===== config.mk =====
export PLATFORM = sky130hd
export DESIGN_NAME = lsu_mem_stage
export DESIGN_NICKNAME = d
export VERILOG_FILES = /design/src/rtl/lsu_mem_stage.sv
export SDC_FILE = /design/constraint.sdc
export NUM_CORES = 1
export LEC_CHECK = 0
export ABC_AREA = 1
export CAP_MARGIN = 20
export CORE_MARGIN = 4
export CORE_UTILIZATION = 49
export CTS_CLUSTER_SIZE = 24
export DETAILED_ROUTE_END_ITERATION = 10
export PLACE_DENSITY = 0.91
export SLEW_MARGIN = 20
export SYNTH_ARGS = -nofsm -noshare
export SYNTH_HDL_FRONTEND = slang
export SYNTH_SLANG_ARGS = --single-unit

===== constraint.sdc =====
create_clock -name clk -period 10.1 [get_ports clk]
set_clock_uncertainty 0.2 [all_clocks]
set_input_delay 3.03 -clock clk [delete_from_list [all_inputs] [get_ports clk]]
set_output_delay 3.03 -clock clk [all_outputs]
set_load 0.005 [all_outputs]

===== src/rtl/lsu_mem_stage.sv =====
// Memory-stage load/store unit: one data-memory transaction in flight, store lane
// alignment, load extraction/extension, misalignment trap and timeout abort.
module lsu_mem_stage #(
  parameter int TIMEOUT_CYCLES = 16
) (
  input  logic        clk,
  input  logic        rst,
  input  logic        req_valid,
  output logic        req_ready,
  input  logic        mem_write,
  input  logic        wb_load,
  input  logic [2:0]  mem_load_type,
  input  logic [1:0]  mem_store_type,
  input  logic [31:0] addr,
  input  logic [31:0] store_data,
  input  logic [4:0]  rd,
  output logic        dmem_req_valid,
  input  logic        dmem_req_ready,
  output logic [31:0] dmem_addr,
  output logic        dmem_we,
  output logic [3:0]  dmem_be,
  output logic [31:0] dmem_wdata,
  input  logic        dmem_rvalid,
  input  logic [31:0] dmem_rdata,
  output logic        wb_valid,
  output logic [4:0]  wb_rd,
  output logic [31:0] wb_data,
  output logic        misaligned,
  output logic        bus_err
);
  localparam int CW = $clog2(TIMEOUT_CYCLES);
  localparam logic [CW-1:0] CNT_LAST = CW'(TIMEOUT_CYCLES - 1);

  localparam logic [2:0] LT_LB  = 3'b000;
  localparam logic [2:0] LT_LH  = 3'b001;
  localparam logic [2:0] LT_LBU = 3'b011;
  localparam logic [2:0] LT_LHU = 3'b100;
  localparam logic [1:0] ST_SB  = 2'b00;
  localparam logic [1:0] ST_SH  = 2'b01;
  localparam logic [1:0] ST_DEF = 2'b11;

  typedef enum logic [2:0] {S_IDLE, S_REQ, S_WAIT, S_DONE, S_ERR} state_t;

  state_t        state_q, state_d;
  logic [CW-1:0] cnt_q, cnt_d;
  logic          drop_q, drop_d;
  logic          st_q, st_d;
  logic [2:0]    ltype_q, ltype_d;
  logic [1:0]    stype_q, stype_d;
  logic [31:0]   addr_q, addr_d;
  logic [31:0]   data_q, data_d;
  logic [4:0]    rd_q, rd_d;
  logic [31:0]   wbdata_q, wbdata_d;
  logic          bus_err_q, bus_err_d;

  logic        accept, st_mis, ld_mis, rvalid_eff, tmo;
  logic [31:0] sel, load_ext, lane_wdata;
  logic [3:0]  lane_be;

  always_comb begin
    accept     = req_valid && (state_q == S_IDLE);
    st_mis     = (mem_store_type == ST_SH) ? addr[0] :
                 (mem_store_type == ST_SB) ? 1'b0 : (addr[1:0] != 2'b00);
    ld_mis     = (mem_load_type == LT_LB || mem_load_type == LT_LBU) ? 1'b0 :
                 (mem_load_type == LT_LH || mem_load_type == LT_LHU) ? addr[0] :
                 (addr[1:0] != 2'b00);
    // A response owed to an aborted load must never complete a later op.
    rvalid_eff = dmem_rvalid && !drop_q;
    tmo        = (cnt_q == CNT_LAST);

    sel = dmem_rdata >> {addr_q[1:0], 3'b000};
    case (ltype_q)
      LT_LB:   load_ext = {{24{sel[7]}}, sel[7:0]};
      LT_LH:   load_ext = {{16{sel[15]}}, sel[15:0]};
      LT_LBU:  load_ext = {24'b0, sel[7:0]};
      LT_LHU:  load_ext = {16'b0, sel[15:0]};
      default: load_ext = dmem_rdata;
    endcase

    case (stype_q)
      ST_SB: begin
        lane_be    = 4'b0001 << addr_q[1:0];
        lane_wdata = {4{data_q[7:0]}};
      end
      ST_SH: begin
        lane_be    = 4'b0011 << addr_q[1:0];
        lane_wdata = {2{data_q[15:0]}};
      end
      default: begin
        lane_be    = 4'b1111;
        lane_wdata = data_q;
      end
    endcase

    state_d   = state_q;
    cnt_d     = cnt_q;
    drop_d    = drop_q;
    st_d      = st_q;
    ltype_d   = ltype_q;
    stype_d   = stype_q;
    addr_d    = addr_q;
    data_d    = data_q;
    rd_d      = rd_q;
    wbdata_d  = wbdata_q;
    bus_err_d = 1'b0;

    if (dmem_rvalid && drop_q) drop_d = 1'b0;

    if (accept) begin
      st_d    = mem_write;
      ltype_d = mem_load_type;
      stype_d = mem_store_type;
      addr_d  = addr;
      data_d  = store_data;
      rd_d    = rd;
      if (mem_write) begin
        if (mem_store_type == ST_DEF) state_d = S_DONE;
        else if (st_mis)              state_d = S_ERR;
        else begin
          state_d = S_REQ;
          cnt_d   = '0;
        end
      end else if (wb_load) begin
        if (ld_mis) state_d = S_ERR;
        else begin
          state_d = S_REQ;
          cnt_d   = '0;
        end
      end
    end

    case (state_q)
      S_REQ: begin
        cnt_d = cnt_q + 1'b1;
        if (dmem_req_ready) state_d = st_q ? S_DONE : S_WAIT;
        else if (tmo) begin
          state_d   = S_IDLE;
          bus_err_d = 1'b1;
        end
      end
      S_WAIT: begin
        cnt_d = cnt_q + 1'b1;
        if (rvalid_eff) begin
          state_d  = S_DONE;
          wbdata_d = load_ext;
        end else if (tmo) begin
          state_d   = S_IDLE;
          bus_err_d = 1'b1;
          drop_d    = 1'b1;
        end
      end
      S_DONE, S_ERR: state_d = S_IDLE;
      default: ;
    endcase
  end

  always_ff @(posedge clk or posedge rst) begin
    if (rst) begin
      state_q   <= S_IDLE;
      cnt_q     <= '0;
      drop_q    <= 1'b0;
      st_q      <= 1'b0;
      ltype_q   <= '0;
      stype_q   <= '0;
      addr_q    <= '0;
      data_q    <= '0;
      rd_q      <= '0;
      wbdata_q  <= '0;
      bus_err_q <= 1'b0;
    end else begin
      state_q   <= state_d;
      cnt_q     <= cnt_d;
      drop_q    <= drop_d;
      st_q      <= st_d;
      ltype_q   <= ltype_d;
      stype_q   <= stype_d;
      addr_q    <= addr_d;
      data_q    <= data_d;
      rd_q      <= rd_d;
      wbdata_q  <= wbdata_d;
      bus_err_q <= bus_err_d;
    end
  end

  always_comb begin
    req_ready      = (state_q == S_IDLE);
    dmem_req_valid = (state_q == S_REQ);
    dmem_addr      = dmem_req_valid ? {addr_q[31:2], 2'b00} : 32'b0;
    dmem_we        = dmem_req_valid && st_q;
    dmem_be        = dmem_we ? lane_be : 4'b0;
    dmem_wdata     = dmem_we ? lane_wdata : 32'b0;
    wb_valid       = (state_q == S_DONE);
    wb_rd          = (wb_valid && !st_q) ? rd_q : 5'b0;
    wb_data        = (wb_valid && !st_q) ? wbdata_q : 32'b0;
    misaligned     = (state_q == S_ERR);
    bus_err        = bus_err_q;
  end
endmodule


==> metrics.md, run 1 <==
| Metric | Value |
|---|---|
| Post-CTS Setup Inserts | 0 |
| Bufs on Longest Clock Path | 2 |
| Final Max Tran Viols | 0 |
| Final Cell Area | about 9000 µm² |
| Sw Share | between 20% and 30% |
| Fillers | between 900 and 1000 |
| Main area contributors after synthesis | dfrtp_1, nand2_1, nor2_1, inv_1, o21ai_0 |
| # diodes | 0 |
| Post-route antenna net violation count | 0 |
| Initial Util | roughly half |
| Post-synth EDFFs | 0 |
| Ys async rst share | 100% |
| Critical path arrival | approximately 3.0 ns |
| Vias in the first global route | 6418 |
| Setup_tns | 0 ns |
| PortBufs | ~220 |
| Max_cap viols | 0 |
| Hold Buf Count CTS | 0 |
| Core area | 12300 µm² |
| Nets | between 1000 and 1500 |
| Power per cell area | between 100 and 150 nW/µm² |
| Gpl congestion | 0.930 |
| Register area share after synthesis | around 46% |
| Maximum vdd ir drop | slightly above 0.00009 V |
| RSZ-0062 raised after global routing | false |
| Global-route wire length before repair | about 31 mm |
| Synth Instances | ~850 |
| Via count | around 6400 |
| DP HPWL | approximately 14 mm |
| Clk pwr share | around 53% |
| Unique cell type count in the Yosys netlist | 36 |
| Final period util | between 60% and 70% |
| GR Overflow Total | 0 |
| Critical Path RT | between 6 and 7 ns |
| CTS resizes | 0 |
| Commonest cells post-synth | nand2_1, nor2_1, inv_1 |
| Mapped cell area | roughly 6200 µm² |
| Largest net degree at the start of global routing | between 100 and 150 |
| Root buffer selected by CTS | clkbuf_16 |
| Clock Sinks | between 100 and 150 |
| Largest area contributor in the netlist | dfrtp_1 |
| Status | complete, no violations |
| Critical Path Source Type | flop |
| # rows | 40 |
| Worst min path class | flop to flop |
| Multi-input gate area | ~2600 µm² |
| Placed instance area | around 8500 µm² |
| DIE AREA | 14600 µm² |
| Synth warnings | 0 |
| Clock transition at path regs | ~0.050 ns |
| Max Clk Rate | between 150 and 200 MHz |
| CP max FO | 36 |
| Comb pwr share | about 6.4% |
| CP endpoint kind | primary output |
| Height of the die | between 100 and 150 µm |
| DR pass1 iterations | 5 |
| Rel. slew slack | 33.0% |
| Clock latency on the worst-skew pair | approximately 0.4 ns |
| Placed insts | about 1200 |
| Setup Viol. Count Final | 0 |
| Num CTS Buffers | 17 |
| Leakage power | ~4.4 nW |
| Worst slew pin tran | 1.01 ns |
| Share of cells above drive strength 1 | 7.88% |
| Fin crit period | a little over 6 ns |
| Final hold vios | 0 |
| Fin cells | between 1000 and 1500 |
| Register area | about 2900 µm² |
| WS Path Type | flop to primary output |
| Yosys top cell area share | a little under half |
| Die X | 121 µm |
| Post-Route Utilization | 74.0% |
| Overall Global Routing Usage | between 20% and 30% |
| Reg power frac | between 40% and 50% |
| DR DRC count | 0 |
| Final WL | approximately 20 mm |
| Initial DRC Count | between 500 and 600 |
| Initial antenna violation count | 0 |
| Most frequent cell after synthesis | nand2_1 |
| Net switching power | roughly 0.00024 W |
| Cell Int Power | ~0.00091 W |
| CTS tree | built |
| Average cell area after synthesis | about 7.3 µm² |
| Commonest register cell after synthesis | dfrtp_1 |
| IO Count | ~220 |
| H-tree depth | 4 |
| Register bit count reported by yosys | roughly 120 |
| Post-DR wirelength/cell | ~16 µm |
| Layout area overhead | 45.3% |
| Avg Vias per Cell | between 5 and 6 |
metal layers:
metal  vias to the layer above  part of all wire, %  global-route usage (%)  wire length [µm]
met2                       337                   48                    45.1              9620
met3                        41                   11                    11.4              2210
met1                      2938                   38                    31.6              7710
met4                         0                  2.6                    9.77               512
met5                         -                    0                       0                 0
li1                       3062                    -                       -                 -
cell type report:
| type | count | area share, % |
|---|---|---|
| inverter | 139 | 5.79 |
| timing repair buffer | 225 | 24.7 |
| tap | 168 | 2.32 |
| sequential | 116 | 32.0 |
| clock inverter | 10 | 1.43 |
| multi-input combinational | 555 | 28.6 |
| clock buffer | 21 | 5.19 |
flip-flops by register name, indices dropped and copies added (netlist names):
register / flops
data_q: 32
wbdata_q: 32
rd_q: 5
ltype_q: 3
stype_q: 2
st_q: 1
bus_err: 1
drop_q: 1
addr_q: 32
cnt_q: 4
state_q: 3
cell families (layout without fill, tap and decap cells):
group	after synthesis	count (layout)	synth area share, %
simple gates	382	382	24.6
compound gates	170	170	16.5
other cells	1	2	0.0601
buf+inv	182	395	12.1
fa+ha+maj	1	1	0.200
flops	116	116	46.5
placed cells by master (no fill, tap or decap), types with 3 or more instances in the layout:
cell type	Yosys	final
nand2_4	4	4
clkbuf_16	0	17
o21ai_0	62	62
inv_1	117	116
dfrtp_1	116	116
o22ai_1	15	15
o22ai_2	10	10
nand3_1	16	16
inv_2	22	21
buf_4	6	4
clkbuf_8	0	3
o21ai_1	30	30
nor3_1	6	6
clkinv_2	0	6
clkdlybuf4s50_1	0	221
nand2_1	202	202
bufinv_16	0	3
nor2_1	142	142
o221ai_1	15	15
a21oi_1	29	29
through the flow:
| stage | worst slack (ns) | hold slack [ns] | power [W] |
|---|---|---|---|
| 6_report | 3.87 | 0.295 | 0.00115 |
| 3_5_place_dp | 4.33 | 0.271 | 0.000546 |
| 4_1_cts | 3.88 | 0.289 | 0.00116 |
| 2_1_floorplan | 3.80 | 0.249 | 0.000494 |
| 5_1_grt | 3.64 | 0.305 | 0.00118 |
| 3_3_place_gp | 4.37 | 0.267 | 0.000545 |
final timing paths:
path,cells after the start,slack (ns),endpoint,from
max in group asynchronous,3,5.58,data_q[10]$_DFFE_PP0N_,rst
min,2,0.30,data_q[26]$_DFFE_PP0N_,data_q[26]$_DFFE_PP0N_
max reg2reg,6,7.23,addr_q[20]$_DFFE_PP0N_,state_q[1]$_DFF_PP0_
min reg2reg,2,0.30,data_q[26]$_DFFE_PP0N_,data_q[26]$_DFFE_PP0N_
max,6,3.87,dmem_wdata[15],state_q[1]$_DFF_PP0_
min in group asynchronous,2,2.89,rd_q[2]$_DFFE_PP0N_,rst
worst max-delay path: stages (launching register included):
cell,delay (ns)
dfrtp_1,0.43
inv_1,0.09
nand3_2,0.62
nor2_4,0.44
inv_2,0.24
nor3_1,0.23
clkdlybuf4s50_1,0.53
power by group through the flow:
stage          Clock (W)  Combinational [W]  Sequential [W]
2_1_floorplan          0          0.0000208        0.000473
3_3_place_gp           0          0.0000719        0.000473
3_5_place_dp           0          0.0000726        0.000473
4_1_cts         0.000617          0.0000732        0.000465
5_1_grt         0.000641          0.0000789        0.000465
6_report        0.000612          0.0000732        0.000465
Power figures use the tool's default switching activity.
==> inputs of run 2 (changes only) <==
--- a/config.mk
+++ b/config.mk
@@ -8,10 +8,10 @@
 export ABC_AREA = 1
 export CAP_MARGIN = 20
 export CORE_MARGIN = 4
-export CORE_UTILIZATION = 49
+export CORE_UTILIZATION = 41
 export CTS_CLUSTER_SIZE = 24
 export DETAILED_ROUTE_END_ITERATION = 10
-export PLACE_DENSITY = 0.91
+export PLACE_DENSITY = 0.81
 export SLEW_MARGIN = 20
 export SYNTH_ARGS = -nofsm -noshare
 export SYNTH_HDL_FRONTEND = slang
==> constraint.sdc (replaced) <==
create_clock -name clk -period 5.29 [get_ports clk]
set_clock_uncertainty 0.2 [all_clocks]
set_input_delay 1.587 -clock clk [delete_from_list [all_inputs] [get_ports clk]]
set_output_delay 1.587 -clock clk [all_outputs]
set_load 0.005 [all_outputs]
==> metrics.md, run 2 (same netlist as run 1, synthesis figures left out) <==
| Metric | Value |
|---|---|
| WP buf/inv | 2 |
| Maximum vdd ir drop | approximately 0.00019 V |
| CP most frequent cell | nor2_1 |
| Via count | 6200 |
| Clk pwr share | approximately 52% |
| Initial Util | approximately 42% |
| Worst min path class | flop to flop |
| Sw Share | about a fifth |
| Initial antenna violation count | 3 |
| # diodes | 0 |
| DR pass1 iterations | 6 |
| Slowest stage delay, CP | roughly 0.59 ns |
| # rows | 44 |
| DP HPWL | around 14 mm |
| Post-CTS Setup Inserts | 0 |
| Final Max Tran Viols | 0 |
| Height of the die | 131 µm |
| Worst hold endpoint | data_q[23]$_DFFE_PP0N_ |
| Fin crit period | 4.34 ns |
| Cell Int Power | around 0.0017 W |
| Biggest regs | addr_q x32, data_q x32, wbdata_q x32 |
| Hold Buf Count CTS | 0 |
| Rel. slew slack | 32.8% |
| Nets | around 1200 |
| CP endpoint kind | primary output |
| Critical path's top delay family | buffers and inverters |
| Largest net degree at the start of global routing | a little over 80 |
| IO Count | between 200 and 250 |
| DIE AREA | between 15000 and 20000 µm² |
| PortBufs | approximately 220 |
| Share of cells above drive strength 1 | under 10% |
| Setup slack, reg-to-reg | between 2 and 3 ns |
| Comb pwr share | between 6 and 7% |
| Root buffer selected by CTS | clkbuf_16 |
| Initial DRC Count | 617 |
| Reg power frac | 41.2% |
| Die X | ~130 µm |
| Highest-delay cell along the critical path | dfrtp_1 |
| Max Clk Rate | roughly 230 MHz |
| Reg2reg end | wbdata_q[16]$_DFFE_PP0P_ |
| Clock transition at path regs | 0.05 ns |
| Post-route antenna net violation count | 0 |
| Worst reg2reg path depth | 6 |
| Clock latency on the worst-skew pair | around 0.4 ns |
| CP max FO | 19 |
| Critical path arrival | between 2 and 3 ns |
| CTS tree | built |
| Worst Min Path Start | data_q[23]$_DFFE_PP0N_ |
| Final period util | about 82% |
| Gpl congestion | ~0.96 |
| Critical Path Source Type | flop |
| RSZ-0062 raised after global routing | false |
| Worst R2R Start | ltype_q[0]$_DFFE_PP0N_ |
| Setup_tns | 0 ns |
| Num CTS Buffers | 17 |
| Net switching power | about 0.00043 W |
| Max_cap viols | 0 |
| CTS resizes | 0 |
| Final WL | a little under 20 mm |
| DR DRC count | 0 |
| Setup Viol. Count Final | 0 |
| Commonest cells after routing, fill and taps aside | clkdlybuf4s50_1, nand2_1, nor2_1, inv_1, dfrtp_1 |
| Cell Chain, Critical Path | nor2_1, inv_1, o21ai_0, nor2_1, clkdlybuf4s50_1 |
| Final hold vios | 0 |
| H-tree depth | 4 |
| GR Overflow Total | 0 |
| Commonest non-fill, non-tap cell in the layout | clkdlybuf4s50_1 |
| Hold path cells | 2 |
| Vias in the first global route | 6183 |
| Status | complete, no violations |
| Critical Path RT | about 3.5 ns |
| Bufs on Longest Clock Path | 2 |
| Clock Sinks | 116 |
| WS Path Type | flop to primary output |
| Global-route wire length before repair | between 30 and 40 mm |
| Power per cell area | about 240 nW/µm² |
| Core area | 14700 µm² |
| Avg Vias per Cell | between 4 and 5 |
| Pwr Total | approximately 0.0022 W |
| Post-DR wirelength/cell | approximately 15 µm |
| Leakage power | about 4.4 nW |
| Overall Global Routing Usage | between 20% and 30% |
| Worst slew pin tran | a little over 1 ns |
| Layout area overhead | 45.9% |
[run 2: power by group through the flow]
stage	logic [W]	clock network, W	registers [W]
2_1_floorplan	0.0000398	0	0.000904
3_3_place_gp	0.000140	0	0.000903
3_5_place_dp	0.000141	0	0.000903
4_1_cts	0.000142	0.00115	0.000888
5_1_grt	0.000153	0.00119	0.000888
6_report	0.000140	0.00113	0.000889
[run 2: layout make-up]
class	count	area, µm²
Clock buffer	26	509
Fill cell	1291	5590
Timing Repair Buffer	228	2280
Clock inverter	4	70.1
Multi-Input combinational cell	555	2590
Inverter	139	526
Sequential cell	116	2900
Tap cell	184	230
[run 2: per-layer routing]
metal  share of wire [%]  vias up  track usage (%)
li1                    -     3072                -
met1                  42     2797             28.2
met2                  45      284             35.5
met3                 9.8       41             8.60
met4                 2.7        6             8.58
met5                0.15        -                0
[run 2: worst min-delay path: stages, from the launching register on]
cell and delay, ns:
dfrtp_1 0.33, nand2_1 0.05, nand2_1 0.06
[run 2: worst max path at each step]
stage / startpoint / depth (start not counted) / to
global route: stype_q[1]$_DFFE_PP0N_ / 5 / dmem_wdata[15]
CTS: addr_q[0]$_DFFE_PP0N_ / 5 / dmem_be[2]
detailed placement: addr_q[0]$_DFFE_PP0N_ / 5 / dmem_be[2]
finish: stype_q[1]$_DFFE_PP0N_ / 5 / dmem_wdata[27]
global placement: addr_q[0]$_DFFE_PP0N_ / 5 / dmem_be[2]
floorplan: rst / 1 / addr_q[0]$_DFFE_PP0N_
[run 2: through the flow]
| step | setup WS (ns) | std cells | hold WS, ns | util (%) | instance area (µm²) |
|---|---|---|---|---|---|
| final | 0.951 | 1252 | 0.282 | 62.0 | 9110 |
| after global routing | 0.749 | 1252 | 0.296 | 62.0 | 9110 |
| after CTS | 0.986 | 1252 | 0.283 | 62.0 | 9110 |
| after detailed placement | 1.43 | 1222 | 0.265 | 58.0 | 8530 |
| after global placement | 1.46 | 1222 | 0.263 | 58.0 | 8530 |
| after floorplan | 0.431 | 853 | 0.249 | - | 6250 |
==> inputs of run 3 (changes only) <==
--- a/config.mk
+++ b/config.mk
@@ -8,10 +8,10 @@
 export ABC_AREA = 1
 export CAP_MARGIN = 20
 export CORE_MARGIN = 4
-export CORE_UTILIZATION = 41
+export CORE_UTILIZATION = 46
 export CTS_CLUSTER_SIZE = 24
 export DETAILED_ROUTE_END_ITERATION = 10
-export PLACE_DENSITY = 0.81
+export PLACE_DENSITY = 0.86
 export SLEW_MARGIN = 20
 export SYNTH_ARGS = -nofsm -noshare
 export SYNTH_HDL_FRONTEND = slang
==> constraint.sdc (replaced) <==
create_clock -name clk -period 4.3 [get_ports clk]
set_clock_uncertainty 0.2 [all_clocks]
set_input_delay 1.29 -clock clk [delete_from_list [all_inputs] [get_ports clk]]
set_output_delay 1.29 -clock clk [all_outputs]
set_load 0.005 [all_outputs]
==> metrics.md, run 3 (same netlist as run 1, synthesis figures left out) <==
| Metric | Value |
|---|---|
| Status | complete, no violations |
| Biggest regs | addr_q x32, data_q x32, wbdata_q x32 |
| Vias in the first global route | around 6400 |
| Max_cap viols | 0 |
| Fillers | ~1100 |
| Critical Path RT | 2.81 ns |
| Avg Vias per Cell | about 5.2 |
| CTS resizes | 0 |
| Hold path cells | 2 |
| Die X | between 100 and 150 µm |
| Final Cell Area | between 9000 and 10000 µm² |
| Clock latency on the worst-skew pair | ~0.42 ns |
| Critical Path Source Type | flop |
| Root buffer selected by CTS | clkbuf_16 |
| Clock transition at path regs | around 0.050 ns |
| CTS tree | built |
| DR DRC count | 0 |
| Nets | around 1200 |
| Worst slew pin tran | about 1.1 ns |
| Setup slack, reg-to-reg | roughly 1.8 ns |
| Post-DR wirelength/cell | around 16 µm |
| Critical path arrival | approximately 2.5 ns |
| Post-route antenna net violation count | 0 |
| Leakage power | approximately 4.5 nW |
| DP HPWL | 14.5 mm |
| Worst Min Path Start | data_q[20]$_DFFE_PP0N_ |
| Share of cells above drive strength 1 | roughly 8% |
| WS Path Type | flop to primary output |
| Hold Buf Count CTS | 0 |
| Initial Util | 47.1% |
| Final period util | between 90 and 100% |
| Via count | around 6500 |
| Core area | 13200 µm² |
| Num CTS Buffers | 17 |
| Commonest non-fill, non-tap cell in the layout | clkdlybuf4s50_1 |
| Final Max Tran Viols | 0 |
| PortBufs | between 200 and 250 |
| Initial DRC Count | between 500 and 600 |
| Setup_tns | 0 ns |
| Layout area overhead | 47.8% |
| Initial antenna violation count | 1 |
| Final WL | 20.2 mm |
| CP max FO | 19 |
| Power per cell area | approximately 320 nW/µm² |
| H-tree depth | 4 |
| IO Count | about 220 |
| CP endpoint kind | primary output |
| Setup Viol. Count Final | 0 |
| # rows | 42 |
| Worst R2R Start | ltype_q[0]$_DFFE_PP0N_ |
| Placed instance area | 8540 µm² |
| Fin crit period | a little over 4 ns |
| Overall Global Routing Usage | about a quarter |
| Global-route wire length before repair | 32.2 mm |
| Final hold vios | 0 |
| Maximum vdd ir drop | around 0.00029 V |
| Bufs on Longest Clock Path | 2 |
| Reg2reg end | wbdata_q[18]$_DFFE_PP0P_ |
| Post-CTS Setup Inserts | 0 |
| Gpl congestion | 0.945 |
| DIE AREA | around 16000 µm² |
| Worst hold endpoint | data_q[20]$_DFFE_PP0N_ |
| Rel. slew slack | ~28% |
| Height of the die | ~120 µm |
| Largest net degree at the start of global routing | roughly 120 |
| GR Overflow Total | 0 |
| Max Clk Rate | 248 MHz |
| Worst reg2reg path depth | 6 |
| Worst min path class | flop to flop |
| DR pass1 iterations | 6 |
| RSZ-0062 raised after global routing | false |
| Commonest cells after routing, fill and taps aside | clkdlybuf4s50_1, nand2_1, nor2_1, inv_1, dfrtp_1 |
| # diodes | 0 |
| Clock Sinks | ~120 |
run 3: cell count changes in the layout (fill, tap and decap cells not counted):
cell,change
clkbuf_1,-1
clkinvlp_4,+1
inv_4,-1
bufinv_16,+5
clkbuf_8,-3
buf_12,+1
clkinv_2,+1
run 3: how the worst max path moves through the flow:
stage	from	to	depth (start not counted)
6_report	stype_q[1]$_DFFE_PP0N_	dmem_wdata[27]	5
5_1_grt	stype_q[1]$_DFFE_PP0N_	dmem_wdata[24]	5
3_3_place_gp	addr_q[0]$_DFFE_PP0N_	dmem_be[2]	5
2_1_floorplan	rst	addr_q[0]$_DFFE_PP0N_	1
3_5_place_dp	addr_q[0]$_DFFE_PP0N_	dmem_be[2]	5
4_1_cts	addr_q[0]$_DFFE_PP0N_	dmem_be[2]	5
run 3: critical path: stages (launching register included):
cell and delay (ns):
dfrtp_1 0.58, nor2_1 0.43, inv_1 0.24, o21ai_0 0.30, nor2_1 0.11, clkdlybuf4s50_1 0.45
run 3: power breakdown:
| part | switching (W) | total [W] | internal, W |
|---|---|---|---|
| Combinational | 0.0000734 | 0.000178 | 0.000104 |
| Clock | 0.000499 | 0.00167 | 0.00117 |
| Sequential | 0.00000000000000000000564 | 0.00109 | 0.00109 |
| Total | 0.000572 | 0.00294 | 0.00237 |
run 3: cell type report:
class	instances	area (µm²)	share of cell area (%)
flip-flops and latches	116	2900	31.5
multi-input cells	555	2590	28.1
repair buffers	229	2300	24.9
inverters	139	527	5.71
clock buffers	22	464	5.03
clock inverters	10	225	2.44
well taps	176	220	2.39
run 3: layer usage:
layer,wire length [µm],part of all wire [%],global-route usage [%],vias to the layer above
met1,7920,39,31.8,3021
li1,-,-,-,3073
met5,13,0.064,0,-
met3,2230,11,10.5,52
met4,635,3.1,10.1,2
met2,9380,46,40.5,384
run 3: stage by stage:
| step | util (%) | worst slack (ns) | power (W) | cells | hold slack (ns) |
|---|---|---|---|---|---|
| after floorplan | - | 1.40 | 0.00116 | 853 | 0.249 |
| after global placement | 64.5 | 0.776 | 0.00129 | 1215 | 0.265 |
| after detailed placement | 64.5 | 0.750 | 0.00129 | 1215 | 0.273 |
| after CTS | 69.7 | 0.320 | 0.00295 | 1247 | 0.289 |
| after global routing | 69.7 | 0.0792 | 0.00301 | 1247 | 0.312 |
| final | 69.7 | 0.273 | 0.00294 | 1247 | 0.288 |
==> variant 1: new RTL, settings of run 3 <==
The parameter `TIMEOUT_CYCLES` goes from 16 to 8.
--- a/src/rtl/lsu_mem_stage.sv
+++ b/src/rtl/lsu_mem_stage.sv
@@ -1,7 +1,7 @@
 // Memory-stage load/store unit: one data-memory transaction in flight, store lane
 // alignment, load extraction/extension, misalignment trap and timeout abort.
 module lsu_mem_stage #(
-  parameter int TIMEOUT_CYCLES = 16
+  parameter int TIMEOUT_CYCLES = 8
 ) (
   input  logic        clk,
   input  logic        rst,
Behaviour: not the same (a bounded check fails within 10 cycles, from zero or initial values and one cycle with rst high).
==> variant 1 against run 3 <==
  * Worst hold slack got worse by 0.0073 ns
  * Power decreased by 5.1%
  * Design area decreased by 1.4%
  * Area after synthesis decreased by 1.3%
  * Via count decreased by 4.5%
  * Combinational power decreased by 4%
  * Setup slack improved by 0.11 ns
  * Critical path depth unchanged
  * Wire length decreased by 6.4%
  * Sequential cell count decreased by 1
  * Global-route usage decreased by 0.99 points
  * Core utilization decreased by 0.73 points
  * Sequential share of layout area increased by 0.18 points
==> variant 1: results (changes against run 3) <==
metric,value,unit,change
ys_warn_count,0,,unchanged
cts_resized,0,,unchanged
setup-tns-final,0,ns,unchanged
netlist_top_cells_area,"dfrtp_1 (47%), nand2_1 (12%), inv_1 (8.2%)",,
gr-usage-all-layers,24.8,%,-0.99 points
ir_worst_vdd,0.000211,V,-27%
slew_viol_final,0,,unchanged
gp_congestion,0.950,,+0.49%
drt_first_pass_iters,8,,+2
place_hpwl,13700,um,-5.4%
min_path_cells,2,,unchanged
cts_inserted_buffers,17,,unchanged
yosysSeqAreaShare,46.7,%,+0.23 points
insertion_delay,0.41,ns,
insertedDiodeCount,0,,unchanged
antenna_found_initial,1,,unchanged
synthAdderAreaFrac,0.406,%,+0.21 points
postCtsSetupRepairBufs,0,,unchanged
yosysMostFrequentCell,nand2_1,,
grt_pass1_vias,6095,,-5.2%
async_reset_ff_share,100,%,unchanged
largestRegisters,"addr_q: 32 flops, data_q: 32 flops, wbdata_q: 32 flops",,
dpl-instance-area,8450,um2,-1.0%
wl_per_cell,15.3,um,-5.7%
synth_compound_area_share,17.1,%,+0.61 points
io_buffer_count,221,,unchanged
fin_nets,1164,,-0.68%
clkSlewWorstSetupHoldPaths,0.06,ns,
p_leak,4.42,nW,-0.87%
hp-class,reg -> reg,,
viasPerCell,5.04,,-3.8%
worstMarginPinSlew,0.695,ns,-0.381 ns
grt_max_degree,75,,-35%
synthXorXnorAreaFrac,0,%,unchanged
drtIter0Drc,653,,+9.0%
cts_max_path_buffers,2,,unchanged
drive_gt1_share,6.59,%,-1.5 points
status,"finished, final reports clean",,
critPathMaxFanout,37,,+18
synth_ff_type,dfrtp_1,,
cts_root_buffer,clkbuf_16,,
synthTopCellsByCount,"nand2_1 (190), inv_1 (134), nor2_1 (131)",,
synth.area.mux_share,0,%,unchanged
nFillCells,1057,,-0.38%
synth.distinct_cells,34,,-5.6%
critPathArrivalTime,2.43,ns,-0.11 ns
worst_r2r_path_depth,9,,+3
grt_pass1_wl,29500,um,-8.5%
htree_levels,4,,unchanged
variant 1: worst paths after layout:
| check | slack [ns] | from | to |
|---|---|---|---|
| worst max-delay path | 0.38 | state_q[1] | wb_data[20] |
| worst min-delay path | 0.28 | data_q[19] | data_q[19] |
| worst max register to register | 2.07 | addr_q[1] | wbdata_q[31] |
| worst min register to register | 0.28 | data_q[19] | data_q[19] |
| max in group asynchronous | 2.12 | rst | data_q[1] |
| min in group asynchronous | 1.07 | rst | wbdata_q[22] |
variant 1: power by group:
part	total (W)	internal [W]	switching (W)	leakage (nW)
clock	0.00154	0.000988	0.000551	0.312
combinational	0.000171	0.000102	0.0000686	2.85
sequential	0.00108	0.00108	0.00000000000000000000430	1.26
variant 1: worst max-delay path, cell delays in order, from the launching register on:
cell	delay, ns
dfrtp_1	0.41
inv_1	0.11
nor3_2	0.26
nand2_2	0.45
nor2_1	0.26
clkdlybuf4s50_1	0.53
variant 1: routing by layer:
layer  track usage, %  part of all wire (%)  up-vias
met4             8.44                   2.1        0
li1                 -                     -     3054
met3             10.1                    11       44
met1             30.5                    40     2822
met2             39.7                    47      317
met5                0                     0        -
variant 1: logic make-up (layout without fill, tap and decap cells):
logic type / Yosys count / count (layout)
compound gates: 184 / 184
fa+ha+maj: 2 / 2
buf+inv: 185 / 403
flops: 115 / 115
other cells: 1 / 2
simple gates: 356 / 356
variant 1: cell type report:
type | instances | area (um2) | share of cell area (%)
Clock buffer | 17 | 425 | 4.68
Clock inverter | 15 | 218 | 2.39
Inverter | 141 | 533 | 5.86
Multi-Input combinational cell | 544 | 2520 | 27.7
Sequential cell | 115 | 2880 | 31.6
Tap cell | 176 | 220 | 2.42
Timing Repair Buffer | 230 | 2300 | 25.3
variant 1: through the flow:
stage	setup slack [ns]	std cells	hold slack [ns]	util, %
after floorplan	1.41	844	0.249	-
after global placement	0.927	1206	0.265	64.1
after detailed placement	0.810	1206	0.267	64.1
after CTS	0.359	1238	0.284	69.0
after global routing	0.178	1238	0.305	69.0
final	0.378	1238	0.280	69.0
==> variant 2: new RTL, flow settings as in run 3 <==
Made on the original files. `data_q` no longer has a reset.
--- a/src/rtl/lsu_mem_stage.sv
+++ b/src/rtl/lsu_mem_stage.sv
@@ -163,7 +163,6 @@
       ltype_q   <= '0;
       stype_q   <= '0;
       addr_q    <= '0;
-      data_q    <= '0;
       rd_q      <= '0;
       wbdata_q  <= '0;
       bus_err_q <= 1'b0;
@@ -175,11 +174,14 @@
       ltype_q   <= ltype_d;
       stype_q   <= stype_d;
       addr_q    <= addr_d;
-      data_q    <= data_d;
       rd_q      <= rd_d;
       wbdata_q  <= wbdata_d;
       bus_err_q <= bus_err_d;
     end
+  end
+
+  always_ff @(posedge clk) begin
+    data_q <= data_d;
   end
 
   always_comb begin
Formal check against the unedited RTL: no difference found for any inputs over 10 cycles, from zero or initial values and one cycle with rst high; that may be too few to reach the edited logic, so the function may still have changed.
==> variant 2 against run 3 <==
  * Sequential power up 4%
  * Area after synthesis decreased by 3.8%
  * Power down 4.0%
  * Design area is 2.8% lower
  * Setup slack improved by 0.097 ns
  * Register-to-register slack better by 0.25 ns
  * Sequential cell count unchanged
  * Wire length is 6.6% lower
==> variant 2: results (changes against run 3) <==
metric,value,unit,change
routed_wl,18900,um,-6.6%
drtIter0Drc,649,,+8.3%
largestRegisters,"addr_q: 32 flops, data_q: 32 flops, wbdata_q: 32 flops",,
critPathMaxFanout,18,,-1
status,"finished, final reports clean",,
regToRegStartpoint,ltype_q[0],,
yosysSeqAreaShare,51.0,%,+4.5 points
cts_root_buffer,clkbuf_16,,
gr-usage-all-layers,25.3,%,-0.54 points
cts_inserted_buffers,17,,unchanged
drt_first_pass_iters,5,,-1
grt_overflow,0,,unchanged
hp-class,reg -> reg,,
synth-edff-count,32,,+32
fin_crit,3.93,ns,-0.0967 ns
drive_gt1_share,7.85,%,-0.27 points
max_stage_delay,0.52,ns,-0.06 ns
pre_cts_ws,0.717,ns,-0.0327 ns
ys_warn_count,0,,unchanged
critPathCapture,dmem_wdata[10],,
htree_levels,4,,unchanged
synth_ff_type,dfrtp_1,,
grt_pass1_vias,5823,,-9.4%
clkSlewWorstSetupHoldPaths,0.05,ns,about the same
cts_max_path_buffers,2,,unchanged
io_buffer_count,221,,unchanged
synth.distinct_cells,39,,+8.3%
gp_congestion,0.928,,-1.8%
fin_nets,1082,,-7.7%
synthTopCellsByCount,"nand2_1 (131), nor2_1 (130), inv_1 (120)",,
rr_endpoint,wbdata_q[23],,
worst_r2r_path_depth,6,,unchanged
startpoint,stype_q[1],,
ir_worst_vdd,0.000206,V,-28%
crit_slowest_cell,dfrtp_2,,
worstMarginPinSlew,0.755,ns,-0.321 ns
async_reset_ff_share,72.4,%,-28 points
insertion_delay,0.40,ns,-0.02 ns
min_path_cells,2,,unchanged
viasPerCell,5.12,,-2.3%
p_leak,4.09,nW,-8.1%
antenna_found_initial,1,,unchanged
grt_pass1_wl,29100,um,-9.8%
netlist_top_cells_area,"dfrtp_1 (35%), edfxtp_1 (16%), nand2_1 (8.2%)",,
rrSetupSlack,2.03,ns,+0.25 ns
place_hpwl,14000,um,-3.4%
critPathArrivalTime,2.44,ns,-0.10 ns
grt_max_degree,109,,-5.2%
variant 2: area by class of cell:
cell class              count  area (um2)
multi-input cells         467        2240
inverters                 137         519
clock buffers              20         447
clock inverters            12         184
repair buffers            229        2300
well taps                 172         215
flip-flops and latches    116        3060
fillers                  1022        3750
diodes                      1        2.50
variant 2: how the worst min path moves through the flow:
stage | start | end | slack [ns]
2_1_floorplan | st_q | st_q | 0.25
3_3_place_gp | st_q | st_q | 0.27
3_5_place_dp | wbdata_q[30] | wbdata_q[30] | 0.29
4_1_cts | wbdata_q[30] | wbdata_q[30] | 0.30
5_1_grt | drop_q | drop_q | 0.33
6_report | wbdata_q[30] | wbdata_q[30] | 0.31
variant 2: critical path, delay by kind of cell (launching register included):
family	cells	cell delay, ns
flops	1	0.52
buf+inv	2	0.85
compound gates	1	0.33
simple gates	2	0.33
variant 2: per-stage QoR:
| step | power (W) | cells | instance area [um2] |
|---|---|---|---|
| after floorplan | 0.00120 | 757 | 6010 |
| after CTS | 0.00284 | 1153 | 8970 |
| final | 0.00283 | 1154 | 8970 |
| after global placement | 0.00132 | 1121 | 8340 |
| after detailed placement | 0.00132 | 1121 | 8340 |
| after global routing | 0.00290 | 1154 | 8970 |
variant 2: cells by family after synthesis:
kind of cell	Yosys count	share of synthesized area, %
xor gates and xnor gates	1	0.146
AOI/OAI and AO/OA	169	17.0
other	1	0.0625
adders and majority gates	1	0.208
and+or+nand+nor	294	19.7
DFF	116	51.0
buffers and inverters	174	11.8
variant 2: what timing repair did:
| item | in CTS | in global routing |
|---|---|---|
| gates resized for setup | 0 | 1 |
| endpoints found under the setup margin | 0 | 2 |
| setup buffers | 0 | 0 |
variant 2: routing by layer:
metal / vias up / share of wire (%) / global-route usage (%) / routed length, um
li1: 2833 / - / - / -
met1: 2719 / 39 / 29.1 / 7340
met2: 308 / 48 / 43.0 / 8970
met3: 46 / 11 / 9.40 / 2030
met4: 0 / 2.6 / 9.45 / 499
met5: - / 0 / 0 / 0
variant 2: power breakdown:
part	internal, W	total (W)	switching [W]
Combinational	0.000103	0.000168	0.0000654
Clock	0.00103	0.00152	0.000489
Sequential	0.00113	0.00113	0.00000000000000000000429
Total	0.00227	0.00283	0.000555
